<file path="config.mk">
export PLATFORM = sky130hd
export DESIGN_NAME = reaction_timer_multi
export DESIGN_NICKNAME = d
export VERILOG_FILES = /design/src/rtl/reaction_pkg.sv /design/src/rtl/ms_tick_gen.sv /design/src/rtl/reaction_timer_multi.sv
export SDC_FILE = /design/constraint.sdc
export NUM_CORES = 1
export LEC_CHECK = 0
export ABC_CLOCK_PERIOD_IN_PS = 12500
export BUFFER_PORTS_ARGS = -buffer_cell sky130_fd_sc_hd__buf_2
export CORE_MARGIN = 4
export CORE_UTILIZATION = 45
export CTS_CLUSTER_SIZE = 12
export DETAILED_ROUTE_END_ITERATION = 7
export SYNTH_ARGS = -nofsm -noshare
export SYNTH_HDL_FRONTEND = slang
export SYNTH_SLANG_ARGS = --single-unit
</file>
<file path="constraint.sdc">
create_clock -name MAX10_CLK1_50 -period 12.5 [get_ports MAX10_CLK1_50]
set_input_delay 3.125 -clock MAX10_CLK1_50 [delete_from_list [all_inputs] [get_ports MAX10_CLK1_50]]
set_output_delay 3.125 -clock MAX10_CLK1_50 [all_outputs]
set_load 0.005 [all_outputs]
</file>
<file path="src/rtl/reaction_pkg.sv">
// reaction_pkg: shared state codes, LFSR constants and lamp interval
// for the multi-player reaction timer.
package reaction_pkg;

  typedef logic [2:0] state_t;

  localparam state_t IDLE      = 3'd0;
  localparam state_t COUNTDOWN = 3'd1;
  localparam state_t HOLD      = 3'd2;
  localparam state_t MEASURE   = 3'd3;
  localparam state_t DONE      = 3'd4;

  localparam int LFSR_W = 7;
  localparam logic [LFSR_W-1:0] LFSR_SEED = 7'h01;
  // x^7 + x^6 + 1 -> feedback from bits 6 and 5
  localparam logic [LFSR_W-1:0] LFSR_TAPS = 7'h60;

  localparam int LAMP_TICKS = 500;

  function automatic logic [LFSR_W-1:0] lfsr_next(
    input logic [LFSR_W-1:0] s
  );
    return {s[LFSR_W-2:0], ^(s & LFSR_TAPS)};
  endfunction

endpackage

</file>
<file path="src/rtl/ms_tick_gen.sv">
// ms_tick_gen: free-running divider, one-cycle tick every TICK_DIV clocks.
// Ports: clk, rst_n (async, active-low), tick (1 ms pulse).
module ms_tick_gen #(
  parameter int TICK_DIV = 50000
) (
  input  logic clk,
  input  logic rst_n,
  output logic tick
);

  localparam int W = (TICK_DIV > 1) ? $clog2(TICK_DIV) : 1;

  logic [W-1:0] cnt;

  assign tick = (cnt == W'(TICK_DIV - 1));

  always_ff @(posedge clk or negedge rst_n) begin
    if (!rst_n) begin
      cnt <= '0;
    end else if (tick) begin
      cnt <= '0;
    end else begin
      cnt <= cnt + W'(1);
    end
  end

endmodule

</file>
<file path="src/rtl/reaction_timer_multi.sv">
// reaction_timer_multi: start-light countdown, random hold, lights-out,
// then per-player ms reaction capture with false-start, winner, best time.
// Ports: MAX10_CLK1_50, reset_n, start, react -> lights, busy, done,
//        times, false_start, winner, winner_valid, best_time.
module reaction_timer_multi
  import reaction_pkg::*;
#(
  parameter int N_PLAYERS    = 2,
  parameter int TIME_W       = 14,
  parameter int TICK_DIV     = 50000,
  parameter int N_LIGHTS     = 10,
  parameter int MIN_DELAY_MS = 200,
  parameter int TIMEOUT_MS   = 5000
) (
  input  logic                          MAX10_CLK1_50,
  input  logic                          reset_n,
  input  logic                          start,
  input  logic [N_PLAYERS-1:0]          react,
  output logic [N_LIGHTS-1:0]           lights,
  output logic                          busy,
  output logic                          done,
  output logic [N_PLAYERS*TIME_W-1:0]   times,
  output logic [N_PLAYERS-1:0]          false_start,
  output logic [2:0]                    winner,
  output logic                          winner_valid,
  output logic [TIME_W-1:0]             best_time
);

  // one counter serves lamp interval, hold delay and measurement
  localparam int CNT_W = (TIME_W > 16) ? TIME_W : 16;
  localparam logic [CNT_W-1:0] ONE = CNT_W'(1);
  localparam logic [TIME_W-1:0] T_MAX = '1;

  logic                 tick;
  state_t               state;
  logic [CNT_W-1:0]     cnt;
  logic [CNT_W-1:0]     delay;
  logic [LFSR_W-1:0]    lfsr;
  logic                 start_q;
  logic [N_PLAYERS-1:0] react_q;
  logic [N_PLAYERS-1:0] latched;

  logic                 start_edge;
  logic [N_PLAYERS-1:0] react_edge;
  logic                 st_idle;
  logic                 st_cd;
  logic                 st_hold;
  logic                 st_meas;
  logic                 st_done;

  logic [N_PLAYERS-1:0] cap;
  logic [N_PLAYERS-1:0] fs_set;
  logic [N_PLAYERS-1:0] valid_nxt;
  logic [N_PLAYERS*TIME_W-1:0] times_nxt;
  logic [N_LIGHTS-1:0]  lights_nxt;

  logic [2:0]           win_idx;
  logic                 win_ok;
  logic [TIME_W-1:0]    win_time;

  logic                 meas_exit;
  logic                 allfs_exit;
  logic                 go_done;

  ms_tick_gen #(
    .TICK_DIV (TICK_DIV)
  ) u_tick (
    .clk   (MAX10_CLK1_50),
    .rst_n (reset_n),
    .tick  (tick)
  );

  assign start_edge = start & ~start_q;
  assign react_edge = react & ~react_q;

  assign st_idle = (state == IDLE);
  assign st_cd   = (state == COUNTDOWN);
  assign st_hold = (state == HOLD);
  assign st_meas = (state == MEASURE);
  assign st_done = (state == DONE);

  assign busy = st_cd | st_hold | st_meas;
  assign done = st_done;

  assign lights_nxt = N_LIGHTS'({lights, 1'b1});

  // edges before lights-out disqualify; edges after capture once
  always_comb begin
    cap    = '0;
    fs_set = '0;
    if (st_meas) begin
      cap = react_edge & ~latched & ~false_start;
    end
    if (st_cd || st_hold) begin
      fs_set = react_edge & ~false_start;
    end
  end

  always_comb begin
    times_nxt = times;
    for (int i = 0; i < N_PLAYERS; i++) begin
      if (cap[i]) begin
        times_nxt[i*TIME_W +: TIME_W] = cnt[TIME_W-1:0];
      end else if (fs_set[i]) begin
        times_nxt[i*TIME_W +: TIME_W] = T_MAX;
      end
    end
  end

  assign valid_nxt = latched | cap;

  // strict less-than keeps the lowest index on a tie
  always_comb begin
    win_idx  = '0;
    win_ok   = 1'b0;
    win_time = T_MAX;
    for (int i = 0; i < N_PLAYERS; i++) begin
      if (valid_nxt[i] &&
          (!win_ok || times_nxt[i*TIME_W +: TIME_W] < win_time)) begin
        win_ok   = 1'b1;
        win_idx  = 3'(i);
        win_time = times_nxt[i*TIME_W +: TIME_W];
      end
    end
  end

  assign meas_exit = st_meas &&
    ((&(latched | cap | false_start)) ||
     (cnt == CNT_W'(TIMEOUT_MS)));

  assign allfs_exit = (st_cd || st_hold) && tick && (&false_start);

  assign go_done = meas_exit | allfs_exit;

  always_ff @(posedge MAX10_CLK1_50 or negedge reset_n) begin
    if (!reset_n) begin
      state        <= IDLE;
      lights       <= '0;
      cnt          <= '0;
      delay        <= '0;
      lfsr         <= LFSR_SEED;
      start_q      <= 1'b0;
      react_q      <= '0;
      latched      <= '0;
      times        <= '1;
      false_start  <= '0;
      winner       <= '0;
      winner_valid <= 1'b0;
      best_time    <= '1;
    end else begin
      start_q     <= start;
      react_q     <= react;
      times       <= times_nxt;
      false_start <= false_start | fs_set;
      latched     <= latched | cap;
      if (tick) begin
        lfsr <= lfsr_next(lfsr);
      end
      if (go_done) begin
        state        <= DONE;
        lights       <= '0;
        winner       <= win_idx;
        winner_valid <= win_ok;
        if (win_ok && (win_time < best_time)) begin
          best_time <= win_time;
        end
      end else begin
        unique case (1'b1)
          st_idle, st_done: begin
            if (start_edge) begin
              state        <= COUNTDOWN;
              cnt          <= '0;
              lights       <= '0;
              times        <= '1;
              false_start  <= '0;
              latched      <= '0;
              winner_valid <= 1'b0;
            end
          end
          st_cd: begin
            if (tick) begin
              if (cnt == CNT_W'(LAMP_TICKS - 1)) begin
                cnt    <= '0;
                lights <= lights_nxt;
                if (&lights_nxt) begin
                  state <= HOLD;
                  delay <= CNT_W'(MIN_DELAY_MS) + CNT_W'(lfsr);
                end
              end else begin
                cnt <= cnt + ONE;
              end
            end
          end
          st_hold: begin
            if (tick) begin
              // lights-out lands exactly on the delay-th tick
              if (cnt + ONE == delay) begin
                state  <= MEASURE;
                cnt    <= '0;
                lights <= '0;
              end else begin
                cnt <= cnt + ONE;
              end
            end
          end
          st_meas: begin
            if (tick) begin
              cnt <= cnt + ONE;
            end
          end
          default: begin
            state <= IDLE;
          end
        endcase
      end
    end
  end

endmodule

</file>
==> parameters.txt, run 1 <==
Parameter                              Value

Run status
  Run status ... finished clean

Cells and area
  Antenna cell count ... 0
  Total non-filler cell area in the finished layout ... around 7200 um2
  Area Growth Syn to Fin ... 9.73%
  Post-layout instance count excluding filler cells ... about 900
  Fraction of final layout cells sized beyond drive strength 1 ... a little under a quarter
  Final layout net count ... about 740

Worst setup path
  WP buf/inv ... 2
  Worst R2R Start ... state[2]$_DFFE_PN0P_
  Category of the critical setup timing path ... in -> reg
  Worst R2R Setup Slack ... 5.40 ns
  Critical R2R Capture ... best_time[4]$_DFFE_PN1P_
  Required time of the critical path ... approximately 13 ns
  R2R cell count ... 21
  Worst setup EP type ... flip-flop
  Slowest CP cell ... sky130_fd_sc_hd__nor3_4
  Critical path arrival ... roughly 9.5 ns
  Category of cells accounting for the largest share of critical-path delay ... simple AND/OR/NAND/NOR gates
  Ordered list of cells on the worst path ... buf_2 > or4b_4 > nor3_4 > nor2_1 > a21oi_1 > inv_1 > ha_1 > and3_1 > and4_1 > and3_1 > o21a_1 > o22a_1 > mux2i_1 > ha_1 > nand2_1 > nor2_1 > a211oi_1 > o21ai_0 > nor4_1 > and4b_1 > a21oi_2 > mux2_1
  Critical path endpoint ... best_time[4]$_DFFE_PN1P_
  Max Fanout on Critical Path ... 28
  Worst setup path start ... react[1]
  Stage delay of the slowest cell on the critical path ... around 0.85 ns
  WP depth ... 22
  Type of origin of the critical path ... primary input

CTS
  Buffers inserted by post-CTS timing repair ... 0
  CTS buffer count ... 9
  Register clock-pin slew on the reported worst setup and hold paths ... around 0.080 ns
  Count of cells resized by post-cts repair ... 0
  Clock Latency Late Sink ... 0.35 ns
  Clk Tree Root Cell ... sky130_fd_sc_hd__clkbuf_16
  Total number of H-tree levels ... 3
  Hold buffer count at cts ... 0
  Clock sink total ... ~110
  CTS tree ... yes
  Maximum buffer depth of the clock tree ... 2

Power and ir drop
  Worst supply voltage drop on vdd ... slightly below 0.09 mV
  Leakage power ... 3.10 nW
  Internal Pwr Total ... between 0.5 and 0.6 mW
  Pwr/cell area ... ~110 nW/um2
  Power share of the sequential group ... about half
  Total power after layout ... 0.778 mW
  Clock share of power ... about 36%
  Switching power of the nets ... ~0.22 mW
  Combinational power share ... about 14%
  Switching fraction of total power ... 28.9%

Synthesis
  Cells after Synth ... around 670
  Part of the Yosys area used for sequential elements ... approximately 44%
  Number of flip-flops and latches in the synthesized netlist ... 112
  Share of async-settable or async-resettable flops after synthesis ... 100%
  Top-count cell post-synth ... sky130_fd_sc_hd__dfrtp_1
  Syn_area_per_cell ... roughly 9.8 um2
  Area fraction of the dominant cell type after synthesis ... between 20% and 30%
  Post-synth top cells ... 69 x sky130_fd_sc_hd__dfrtp_1, 68 x sky130_fd_sc_hd__nand2_1, 58 x sky130_fd_sc_hd__nor2_1, 43 x sky130_fd_sc_hd__dfstp_2, 37 x sky130_fd_sc_hd__inv_1
  Primary FF master, synth ... sky130_fd_sc_hd__dfrtp_1
  Number of warning messages in the yosys log ... 0
  Library cell occupying the most area in the post-synthesis netlist ... sky130_fd_sc_hd__dfrtp_1
  Cell types occupying the most area after synthesis ... sky130_fd_sc_hd__dfrtp_1 26%, sky130_fd_sc_hd__dfstp_2 17%, sky130_fd_sc_hd__ha_1 5.9%
  Number of enable flip-flop cells after synthesis ... 0
  Synth unique cells ... 72
  Netlist area before placement ... between 6000 and 7000 um2

Floorplan
  Die boundary width ... about 130 um
  Starting utilization of the core area ... a little under half
  Height of the die ... between 100 and 150 um
  Area inside the core boundary ... about 14000 um2
  Boundary Pins ... 65
  Die Footprint ... between 15000 and 20000 um2
  Site Rows ... 43

Detailed routing
  Amount of wire on met3 after detailed routing ... ~700 um
  DRC marker count from the first detailed-route iteration ... roughly 330
  Post-detailed-route wirelength per cell ... 18.1 um
  Remaining antenna violation count ... 0
  Drt via density ... about 5.8
  Length of routed met2 wiring ... 7970 um
  Vias ... 5124
  Aggregate routed wire length ... around 16000 um
  Wl on met1 ... around 7000 um
  Number of search-and-repair iterations in the first detailed-routing pass ... 5
  DRC violations left ... 0
  Highest Signal Layer ... met4

Placed design
  Standard cell area after detailed placement ... 6920 um2
  Half-perimeter wire length of the detailed placement result ... around 12000 um
  Post-place setup slack ... around 3.0 ns
  Count of buffers from port buffering ... slightly above 60
  Number of placed cells counting well taps ... 874
  Gp weighted congestion ... about 0.86

Global route
  Antenna violations before repair ... 0
  GRT Total Usage ... approximately a fifth
  Vias in the first global route ... slightly above 5000
  Overflow left after global routing ... 0
  First-pass GRT wire length ... approximately 27000 um
  Pin count of the biggest net entering global routing ... between 60 and 70

STA
  Slew at the pin with the worst max-slew slack ... roughly 1.3 ns
  Pins over their slew limit ... 0
  Crit share post-route ... roughly three quarters
  Worst Slack Setup Final ... approximately 3.3 ns
  Setup repair after global routing missed its margin ... false
  TNS Setup ... 0 ns
  Final number of hold-violating endpoints ... 0
  Highest attainable clock frequency ... 109 MHz
  Minimum clock period ... slightly above 9 ns
  Final setup viols ... 0
  Normalized max-slew margin ... 16.3%
  Largest clock skew in the final design ... 0.00681 ns

Min path
  Startpoint of the lowest-slack hold path ... lfsr[0]$_DFFE_PN1N_
  Number of stages on the worst hold path ... 2
  Hold/Removal Path Class ... reg -> reg

Flow run
  Number of maximum-capacitance constraint violations ... 0
power groups by stage:
stage	clock [mW]	sequential, mW	combinational (mW)
CTS	0.288	0.390	0.111
global route	0.303	0.392	0.123
detailed placement	0	0.397	0.111
global placement	0	0.396	0.109
finish	0.277	0.390	0.111
floorplan	0	0.391	0.0806
worst reg2reg max path: cells and delay by family, from the launching register on:
| family | cells | cell delay (ns) |
|---|---|---|
| buffers and inverters | 1 | 0.10 |
| AOI/OAI and AO/OA | 6 | 2.33 |
| adders and majority gates | 2 | 0.64 |
| DFF | 1 | 0.59 |
| muxes | 2 | 0.69 |
| and+or+nand+nor | 10 | 2.67 |
cells by family after synthesis:
| group | Yosys count | share of synthesized area [%] |
|---|---|---|
| buf+inv | 76 | 5.19 |
| compound gates | 143 | 14.4 |
| fa+ha+maj | 31 | 5.91 |
| xor+xnor | 30 | 4.00 |
| other cells | 1 | 0.0572 |
| mux | 47 | 9.21 |
| flops | 112 | 43.5 |
| simple gates | 228 | 17.7 |
how the worst min path moves through the flow:
stage / endpoint / slack [ns]
3_5_place_dp: lfsr[0]$_DFFE_PN1N_ / 0.47
2_1_floorplan: u_tick.cnt[0]$_DFF_PN0_ / 0.45
5_1_grt: lfsr[0]$_DFFE_PN1N_ / 0.51
4_1_cts: lfsr[0]$_DFFE_PN1N_ / 0.49
3_3_place_gp: lfsr[0]$_DFFE_PN1N_ / 0.47
6_report: lfsr[0]$_DFFE_PN1N_ / 0.48
per-layer routing:
| metal | track usage (%) | vias to the layer above |
|---|---|---|
| met5 | 0 | - |
| met4 | 7.47 | 0 |
| met3 | 3.45 | 25 |
| met2 | 34.1 | 124 |
| met1 | 25.7 | 2514 |
| li1 | - | 2461 |
registers in the layout, summed over array words and instances (netlist names):
signal and cells:
times 28, cnt 16, u_tick.cnt 16, best_time 14, lights 10, delay 9, lfsr 7, state 3
false_start 2, latched 2, react_q 2, start_q 1, winner 1, winner_valid 1
layout make-up:
type,count,area (um2)
clock buffers,9,225
clock inverters,7,57.6
fillers,1259,6900
inverters,37,139
multi-input cells,481,3370
flip-flops and latches,112,2860
well taps,180,225
repair buffers,64,328
per-stage QoR:
stage	utilization, %	hold slack, ns
detailed placement	49.1	0.475
global route	51.1	0.514
CTS	51.1	0.488
finish	51.1	0.481
global placement	49.1	0.469
floorplan	-	0.447
cells in the final DEF (no fill, tap or decap), types with 5 or more instances in the layout:
cell type / n
sky130_fd_sc_hd__dfrtp_1: 69
sky130_fd_sc_hd__nand2_1: 68
sky130_fd_sc_hd__buf_2: 61
sky130_fd_sc_hd__nor2_1: 58
sky130_fd_sc_hd__dfstp_2: 43
sky130_fd_sc_hd__inv_1: 37
sky130_fd_sc_hd__a21oi_1: 34
sky130_fd_sc_hd__ha_1: 31
sky130_fd_sc_hd__o22ai_1: 29
sky130_fd_sc_hd__nand3_1: 23
sky130_fd_sc_hd__xor2_1: 17
sky130_fd_sc_hd__o21ai_0: 16
sky130_fd_sc_hd__mux2i_1: 15
sky130_fd_sc_hd__xnor2_1: 13
sky130_fd_sc_hd__mux2_2: 13
sky130_fd_sc_hd__a22o_1: 13
sky130_fd_sc_hd__a31oi_1: 11
sky130_fd_sc_hd__mux2_4: 10
sky130_fd_sc_hd__nand2b_1: 10
sky130_fd_sc_hd__and3_1: 9
sky130_fd_sc_hd__nor3_1: 9
sky130_fd_sc_hd__clkbuf_16: 9
sky130_fd_sc_hd__and2_1: 7
sky130_fd_sc_hd__nand4_1: 7
sky130_fd_sc_hd__a21o_1: 5
sky130_fd_sc_hd__o22a_1: 5
sky130_fd_sc_hd__mux2i_4: 5
sky130_fd_sc_hd__clkinvlp_4: 5
Power figures use the tool's default switching activity.
==> run 2, diff against run 1 <==
Settings changed: ABC_AREA set to 1, ABC_CLOCK_PERIOD_IN_PS 12500 to 9600.
Clock period 12.5 ns to 9.6 ns, I/O delays scaled along.
==> run 2 against run 1 <==
Die area rose by 0.88%. Clock-buffer cell count up 1. Critical endpoint is now best_time[9]$_DFFE_PN1P_. Clock power grew 42%. Cell count is 22% higher. Global-route usage down 0.18 points. Synthesized cell count rose by 28%.
==> parameters.txt, run 2 <==
Parameter                              Value

Power and ir drop
  Internal Pwr Total ... 1.04 mW
  Leakage power ... about 3.6 nW
  Total power after layout ... approximately 1.8 mW
  Pwr/cell area ... roughly 250 nW/um2
  Clock share of power ... a little over a fifth
  Combinational power share ... around two fifths
  Switching power of the nets ... between 0.7 and 0.8 mW
  Switching fraction of total power ... about two fifths
  Worst supply voltage drop on vdd ... 0.109 mV
  Power share of the sequential group ... 37.4%

Cells and area
  Final layout net count ... about 930
  Fraction of final layout cells sized beyond drive strength 1 ... between 10% and 20%
  Core utilization of the finished layout ... between 50% and 60%
  Leading registers by flop count ... times x28, cnt x16, u_tick.cnt x16
  Total non-filler cell area in the finished layout ... 7320 um2
  Post-layout instance count excluding filler cells ... ~1100
  Antenna cell count ... 0
  Most flops, register ... times
  Largest register FFs ... 28
  Most common cell after layout, fill and taps aside ... sky130_fd_sc_hd__nand2_1
  Area Growth Syn to Fin ... 10.6%
  Commonest non-fill, non-tap cells in the layout ... 234 x sky130_fd_sc_hd__nand2_1, 118 x sky130_fd_sc_hd__inv_1, 69 x sky130_fd_sc_hd__dfrtp_1, 66 x sky130_fd_sc_hd__nand3_1, 61 x sky130_fd_sc_hd__buf_2

CTS
  Hold buffer count at cts ... 0
  Clock Latency Late Sink ... between 0.3 and 0.4 ns
  CTS tree ... yes
  Clk Tree Root Cell ... sky130_fd_sc_hd__clkbuf_16
  Register clock-pin slew on the reported worst setup and hold paths ... approximately 0.08 ns
  CTS buffer count ... 9
  Clock sink total ... 112
  Total number of H-tree levels ... 3
  Count of cells resized by post-cts repair ... 0
  Buffers inserted by post-CTS timing repair ... 0
  Maximum buffer depth of the clock tree ... 2

Synthesis
  Complex-gate fraction of the synthesized area ... 10.9%
  Area share of fa/ha/maj cells after synthesis ... 5.86%
  Number of warning messages in the yosys log ... 0
  Number of enable flip-flop cells after synthesis ... 0
  Netlist area before placement ... 6620 um2
  Share of async-settable or async-resettable flops after synthesis ... 100%
  Cells after Synth ... between 800 and 900
  Part of the Yosys area used for sequential elements ... a little over two fifths
  Syn_area_per_cell ... slightly below 8 um2
  Library cell occupying the most area in the post-synthesis netlist ... sky130_fd_sc_hd__dfrtp_1
  Synth unique cells ... between 40 and 50
  Post-synth top cells ... 234 x sky130_fd_sc_hd__nand2_1, 118 x sky130_fd_sc_hd__inv_1, 69 x sky130_fd_sc_hd__dfrtp_1, 66 x sky130_fd_sc_hd__nand3_1, 47 x sky130_fd_sc_hd__o21ai_0
  Primary FF master, synth ... sky130_fd_sc_hd__dfrtp_1
  Cell types occupying the most area after synthesis ... sky130_fd_sc_hd__dfrtp_1 26%, sky130_fd_sc_hd__dfstp_2 17%, sky130_fd_sc_hd__nand2_1 13%
  Simple logic cell fraction of the synthesized area ... 27.7%
  Number of flip-flops and latches in the synthesized netlist ... ~110
  Post-synthesis mux area share ... 0.170%
  Main combinational cell family by area after synthesis ... simple AND/OR/NAND/NOR gates
  Area fraction of the dominant cell type after synthesis ... between 20% and 30%
  Top-count cell post-synth ... sky130_fd_sc_hd__nand2_1
  Fraction of synthesized cell area in xor and xnor cells ... approximately 2.6%

STA
  Pins over their slew limit ... 0
  Crit share post-route ... roughly 68%
  Final number of hold-violating endpoints ... 0
  Final setup viols ... 0
  TNS Setup ... 0 ns
  Normalized max-slew margin ... between 30% and 40%
  Worst Slack Setup Final ... a little over 3 ns
  Hold Slack ... between 0.4 and 0.5 ns
  Setup repair after global routing missed its margin ... false
  Minimum clock period ... 6.55 ns
  Slew at the pin with the worst max-slew slack ... about 0.94 ns
  Highest attainable clock frequency ... between 150 and 200 MHz
  Largest clock skew in the final design ... roughly 0.014 ns

Worst setup path
  Category of cells accounting for the largest share of critical-path delay ... simple AND/OR/NAND/NOR gates
  WP buf/inv ... 3
  Max Fanout on Critical Path ... 28
  WP depth ... 27
  Required time of the critical path ... between 9 and 10 ns
  R2R cell count ... 24
  Worst R2R Start ... state[2]$_DFFE_PN0P_
  Type of origin of the critical path ... primary input
  Stage delay of the slowest cell on the critical path ... between 0.5 and 0.6 ns
  Critical path arrival ... between 6 and 7 ns
  Category of the critical setup timing path ... in -> reg
  Top cell by count, worst path ... sky130_fd_sc_hd__nand2_1
  Slowest CP cell ... sky130_fd_sc_hd__nor2_2
  Worst setup path start ... react[0]
  Worst setup EP type ... flip-flop

Min path
  Startpoint of the lowest-slack hold path ... u_tick.cnt[0]$_DFF_PN0_
  Number of stages on the worst hold path ... 1
  Hold/Removal Path Class ... reg -> reg

Placed design
  Post-place setup slack ... around 2.8 ns
  Count of buffers from port buffering ... between 60 and 70
  Number of placed cells counting well taps ... 1069
  Half-perimeter wire length of the detailed placement result ... between 10000 and 15000 um
  Gp weighted congestion ... 0.874
  Standard cell area after detailed placement ... between 7000 and 8000 um2

Detailed routing
  DRC violations left ... 0
  Aggregate routed wire length ... ~16000 um
  DRC marker count from the first detailed-route iteration ... around 350
  Number of search-and-repair iterations in the first detailed-routing pass ... 5
  Vias ... between 5000 and 6000
  Post-detailed-route wirelength per cell ... 14.8 um
  Remaining antenna violation count ... 0
  Drt via density ... about 5.2

Floorplan
  Area inside the core boundary ... between 10000 and 15000 um2
  Starting utilization of the core area ... ~46%
  Site Rows ... 44
  Die boundary width ... about 130 um
  Boundary Pins ... 65
  Height of the die ... around 130 um
  Die Footprint ... roughly 17000 um2

Run status
  Run status ... finished clean

Global route
  Antenna violations before repair ... 0
  Vias in the first global route ... 5197
  First-pass GRT wire length ... about 26000 um
  Overflow left after global routing ... 0
  Pin count of the biggest net entering global routing ... just under 70
  GRT Total Usage ... about a fifth

Flow run
  Number of maximum-capacitance constraint violations ... 0
-- run 2: metal layers --
| layer | part of all wire [%] | GRT usage [%] |
|---|---|---|
| met5 | 0 | 0 |
| met1 | 49 | 28.8 |
| met2 | 44 | 29.6 |
| met3 | 4.9 | 2.97 |
| met4 | 2.6 | 8.59 |
-- run 2: area by class of cell --
class / count / area (um2)
well taps: 184 / 230
fillers: 1439 / 7150
inverters: 128 / 480
clock buffers: 10 / 229
multi-input cells: 582 / 3130
clock inverters: 6 / 75.1
flip-flops and latches: 112 / 2860
repair buffers: 63 / 320
-- run 2: logic make-up after synthesis --
family          after synthesis
flops                       112
buf+inv                     159
other cells                   1
fa+ha+maj                    31
simple gates                408
mux                           1
compound gates              120
xor+xnor                     20
-- run 2: worst paths after layout --
| path | slack, ns | end |
|---|---|---|
| min in group asynchronous | 2.04 | cnt[14]$_DFFE_PN0P_ |
| max in group asynchronous | 6.30 | latched[0]$_DFF_PN0_ |
| worst max-delay path | 3.05 | best_time[9]$_DFFE_PN1P_ |
| worst min register to register | 0.46 | u_tick.cnt[0]$_DFF_PN0_ |
| worst max register to register | 4.30 | best_time[9]$_DFFE_PN1P_ |
| worst min-delay path | 0.46 | u_tick.cnt[0]$_DFF_PN0_ |
-- run 2: power by group through the flow --
| stage | clock [mW] | sequential, mW | combinational (mW) |
|---|---|---|---|
| 2_1_floorplan | 0 | 0.654 | 0.530 |
| 3_3_place_gp | 0 | 0.682 | 0.730 |
| 6_report | 0.393 | 0.673 | 0.731 |
| 4_1_cts | 0.402 | 0.672 | 0.740 |
| 5_1_grt | 0.423 | 0.682 | 0.840 |
| 3_5_place_dp | 0 | 0.680 | 0.735 |
==> run 3, diff against run 2 <==
Settings changed: ABC_CLOCK_PERIOD_IN_PS 9600 to 6050.
Clock period 9.6 ns to 6.05 ns, I/O delays scaled along.
==> run 3 against run 2 <==
Worst hold slack improved by 0.0085 ns. Core utilization increased by 0.48 points. Sequential power increased by 59%. Combinational power increased by 61%. Sequential cell count unchanged. Clock skew increased by 0.0017 ns. Largest cell class unchanged.
==> parameters.txt, run 3 (synthesized netlist as in run 2, its figures left out) <==
Parameter                              Value

Global route
  First-pass GRT wire length ... roughly 27000 um
  Antenna violations before repair ... 0
  Pin count of the biggest net entering global routing ... 75
  Vias in the first global route ... about 5200
  Overflow left after global routing ... 0
  GRT Total Usage ... about a fifth

Cells and area
  Final layout net count ... 935
  Multi-input gate area in the final layout ... roughly 3100 um2
  Most common cell after layout, fill and taps aside ... sky130_fd_sc_hd__nand2_1
  Antenna cell count ... 0
  Leading registers by flop count ... times x28, cnt x16, u_tick.cnt x16
  Largest register FFs ... 28
  Most flops, register ... times
  Fill cell count ... ~1400
  Area Growth Syn to Fin ... 11.7%
  Fraction of final layout cells sized beyond drive strength 1 ... between 10% and 20%
  Total non-filler cell area in the finished layout ... between 7000 and 8000 um2
  Flip-flop and latch area ... 2860 um2
  Commonest non-fill, non-tap cells in the layout ... 234 x sky130_fd_sc_hd__nand2_1, 118 x sky130_fd_sc_hd__inv_1, 69 x sky130_fd_sc_hd__dfrtp_1, 66 x sky130_fd_sc_hd__nand3_1, 61 x sky130_fd_sc_hd__buf_2

CTS
  Clock Latency Late Sink ... about 0.36 ns
  CTS tree ... yes
  Clk Tree Root Cell ... sky130_fd_sc_hd__clkbuf_16
  Maximum buffer depth of the clock tree ... 2
  Buffers inserted by post-CTS timing repair ... 0
  CTS buffer count ... 9
  Hold buffer count at cts ... 0
  Register clock-pin slew on the reported worst setup and hold paths ... around 0.07 ns
  Clock sink total ... 112
  Count of cells resized by post-cts repair ... 0
  Total number of H-tree levels ... 3

Detailed routing
  Remaining antenna violation count ... 0
  Aggregate routed wire length ... between 15000 and 20000 um
  Vias ... 5603
  DRC marker count from the first detailed-route iteration ... 317
  DRC violations left ... 0
  Number of search-and-repair iterations in the first detailed-routing pass ... 4
  Drt via density ... slightly above 5
  Post-detailed-route wirelength per cell ... about 15 um

STA
  Minimum clock period ... around 5.5 ns
  Slew at the pin with the worst max-slew slack ... 0.994 ns
  Pins over their slew limit ... 0
  Hold Slack ... ~0.47 ns
  Highest attainable clock frequency ... about 180 MHz
  Largest clock skew in the final design ... about 0.015 ns
  Setup repair after global routing missed its margin ... false
  Crit share post-route ... 91.5%
  Worst Slack Setup Final ... between 0.5 and 0.6 ns
  TNS Setup ... 0 ns
  Final setup viols ... 0
  Normalized max-slew margin ... roughly 34%
  Final number of hold-violating endpoints ... 0

Worst setup path
  Required time of the critical path ... roughly 6.4 ns
  Worst setup EP type ... flip-flop
  R2R cell count ... 23
  Worst R2R Start ... state[2]$_DFFE_PN0P_
  Category of the critical setup timing path ... in -> reg
  Critical R2R Capture ... best_time[10]$_DFFE_PN1P_
  Worst R2R Setup Slack ... around 0.9 ns
  Max Fanout on Critical Path ... 28
  Type of origin of the critical path ... primary input
  Critical path arrival ... 5.84 ns

Floorplan
  Height of the die ... around 130 um
  Boundary Pins ... 65
  Area inside the core boundary ... 14500 um2
  Die Footprint ... between 15000 and 20000 um2
  Starting utilization of the core area ... roughly 46%
  Site Rows ... 44
  Die boundary width ... roughly 130 um

Placed design
  Half-perimeter wire length of the detailed placement result ... roughly 12000 um
  Count of buffers from port buffering ... between 60 and 70
  Standard cell area after detailed placement ... approximately 7000 um2
  Gp weighted congestion ... between 0.8 and 0.9
  Post-place setup slack ... ~0.18 ns

Min path
  Endpoint with the worst hold slack ... best_time[6]$_DFFE_PN1P_
  Startpoint of the lowest-slack hold path ... best_time[6]$_DFFE_PN1P_
  Hold/Removal Path Class ... reg -> reg
  Number of stages on the worst hold path ... 2

Run status
  Run status ... finished clean

Power and ir drop
  Worst supply voltage drop on vdd ... about 0.23 mV
  Leakage power ... around 3.7 nW
  Pwr/cell area ... 399 nW/um2

Flow run
  Number of maximum-capacitance constraint violations ... 0
==> run 3: layout make-up <==
cell class | count | share of cell area, %
multi-input combinational | 582 | 42.4
tap | 184 | 3.11
clock buffer | 10 | 3.23
sequential | 112 | 38.6
inverter | 128 | 6.50
clock inverter | 6 | 1.52
timing repair buffer | 66 | 4.64
==> run 3: power breakdown <==
group	switching, mW	internal, mW
Sequential	0.125	0.940
Clock	0.285	0.419
Combinational	0.787	0.391
==> run 3: layer usage <==
layer  global-route usage [%]  part of all wire (%)  wire (um)  up-vias
met5                        0                     0          0        -
met4                     7.35                   1.7        266        0
li1                         -                     -          -     2859
met3                     2.76                   3.9        630       19
met2                     29.5                    44       7050      110
met1                     31.0                    51       8120     2615
==> run 3: worst max-delay path: stages <==
cell	delay, ns
sky130_fd_sc_hd__buf_2	0.09
sky130_fd_sc_hd__nand2_1	0.05
sky130_fd_sc_hd__nor2_1	0.22
sky130_fd_sc_hd__nand3b_4	0.25
sky130_fd_sc_hd__nand2_1	0.44
sky130_fd_sc_hd__o22ai_1	0.15
sky130_fd_sc_hd__nand2_1	0.11
sky130_fd_sc_hd__inv_1	0.05
sky130_fd_sc_hd__ha_1	0.28
sky130_fd_sc_hd__a21oi_1	0.15
sky130_fd_sc_hd__o21a_1	0.14
sky130_fd_sc_hd__o221a_2	0.19
sky130_fd_sc_hd__nand2_1	0.07
sky130_fd_sc_hd__nand2_2	0.09
sky130_fd_sc_hd__nand2_4	0.17
sky130_fd_sc_hd__o21ai_0	0.39
sky130_fd_sc_hd__ha_1	0.32
sky130_fd_sc_hd__a21oi_1	0.16
sky130_fd_sc_hd__o21a_1	0.14
sky130_fd_sc_hd__o211ai_1	0.12
sky130_fd_sc_hd__nor2_2	0.34
sky130_fd_sc_hd__buf_4	0.23
sky130_fd_sc_hd__nand3_1	0.08
sky130_fd_sc_hd__nand2_1	0.08
==> run 3: worst max-delay path by stage <==
stage / startpoint / end / slack, ns / cells past startpoint
global placement: react[0] / best_time[9]$_DFFE_PN1P_ / 0.35 / 26
CTS: react[0] / best_time[10]$_DFFE_PN1P_ / 0.56 / 26
detailed placement: react[0] / best_time[10]$_DFFE_PN1P_ / 0.18 / 26
finish: react[0] / best_time[10]$_DFFE_PN1P_ / 0.51 / 24
global route: react[0] / best_time[9]$_DFFE_PN1P_ / 0.16 / 26
floorplan: react[0] / best_time[11]$_DFFE_PN1P_ / 0.91 / 25
==> run 3: stage by stage <==
stage	total power, mW	std cells	utilization (%)
after floorplan	1.88	853	-
after global routing	3.19	1088	51.1
after CTS	2.97	1088	51.1
after global placement	2.25	1072	48.6
final	2.95	1088	51.1
after detailed placement	2.25	1072	48.6
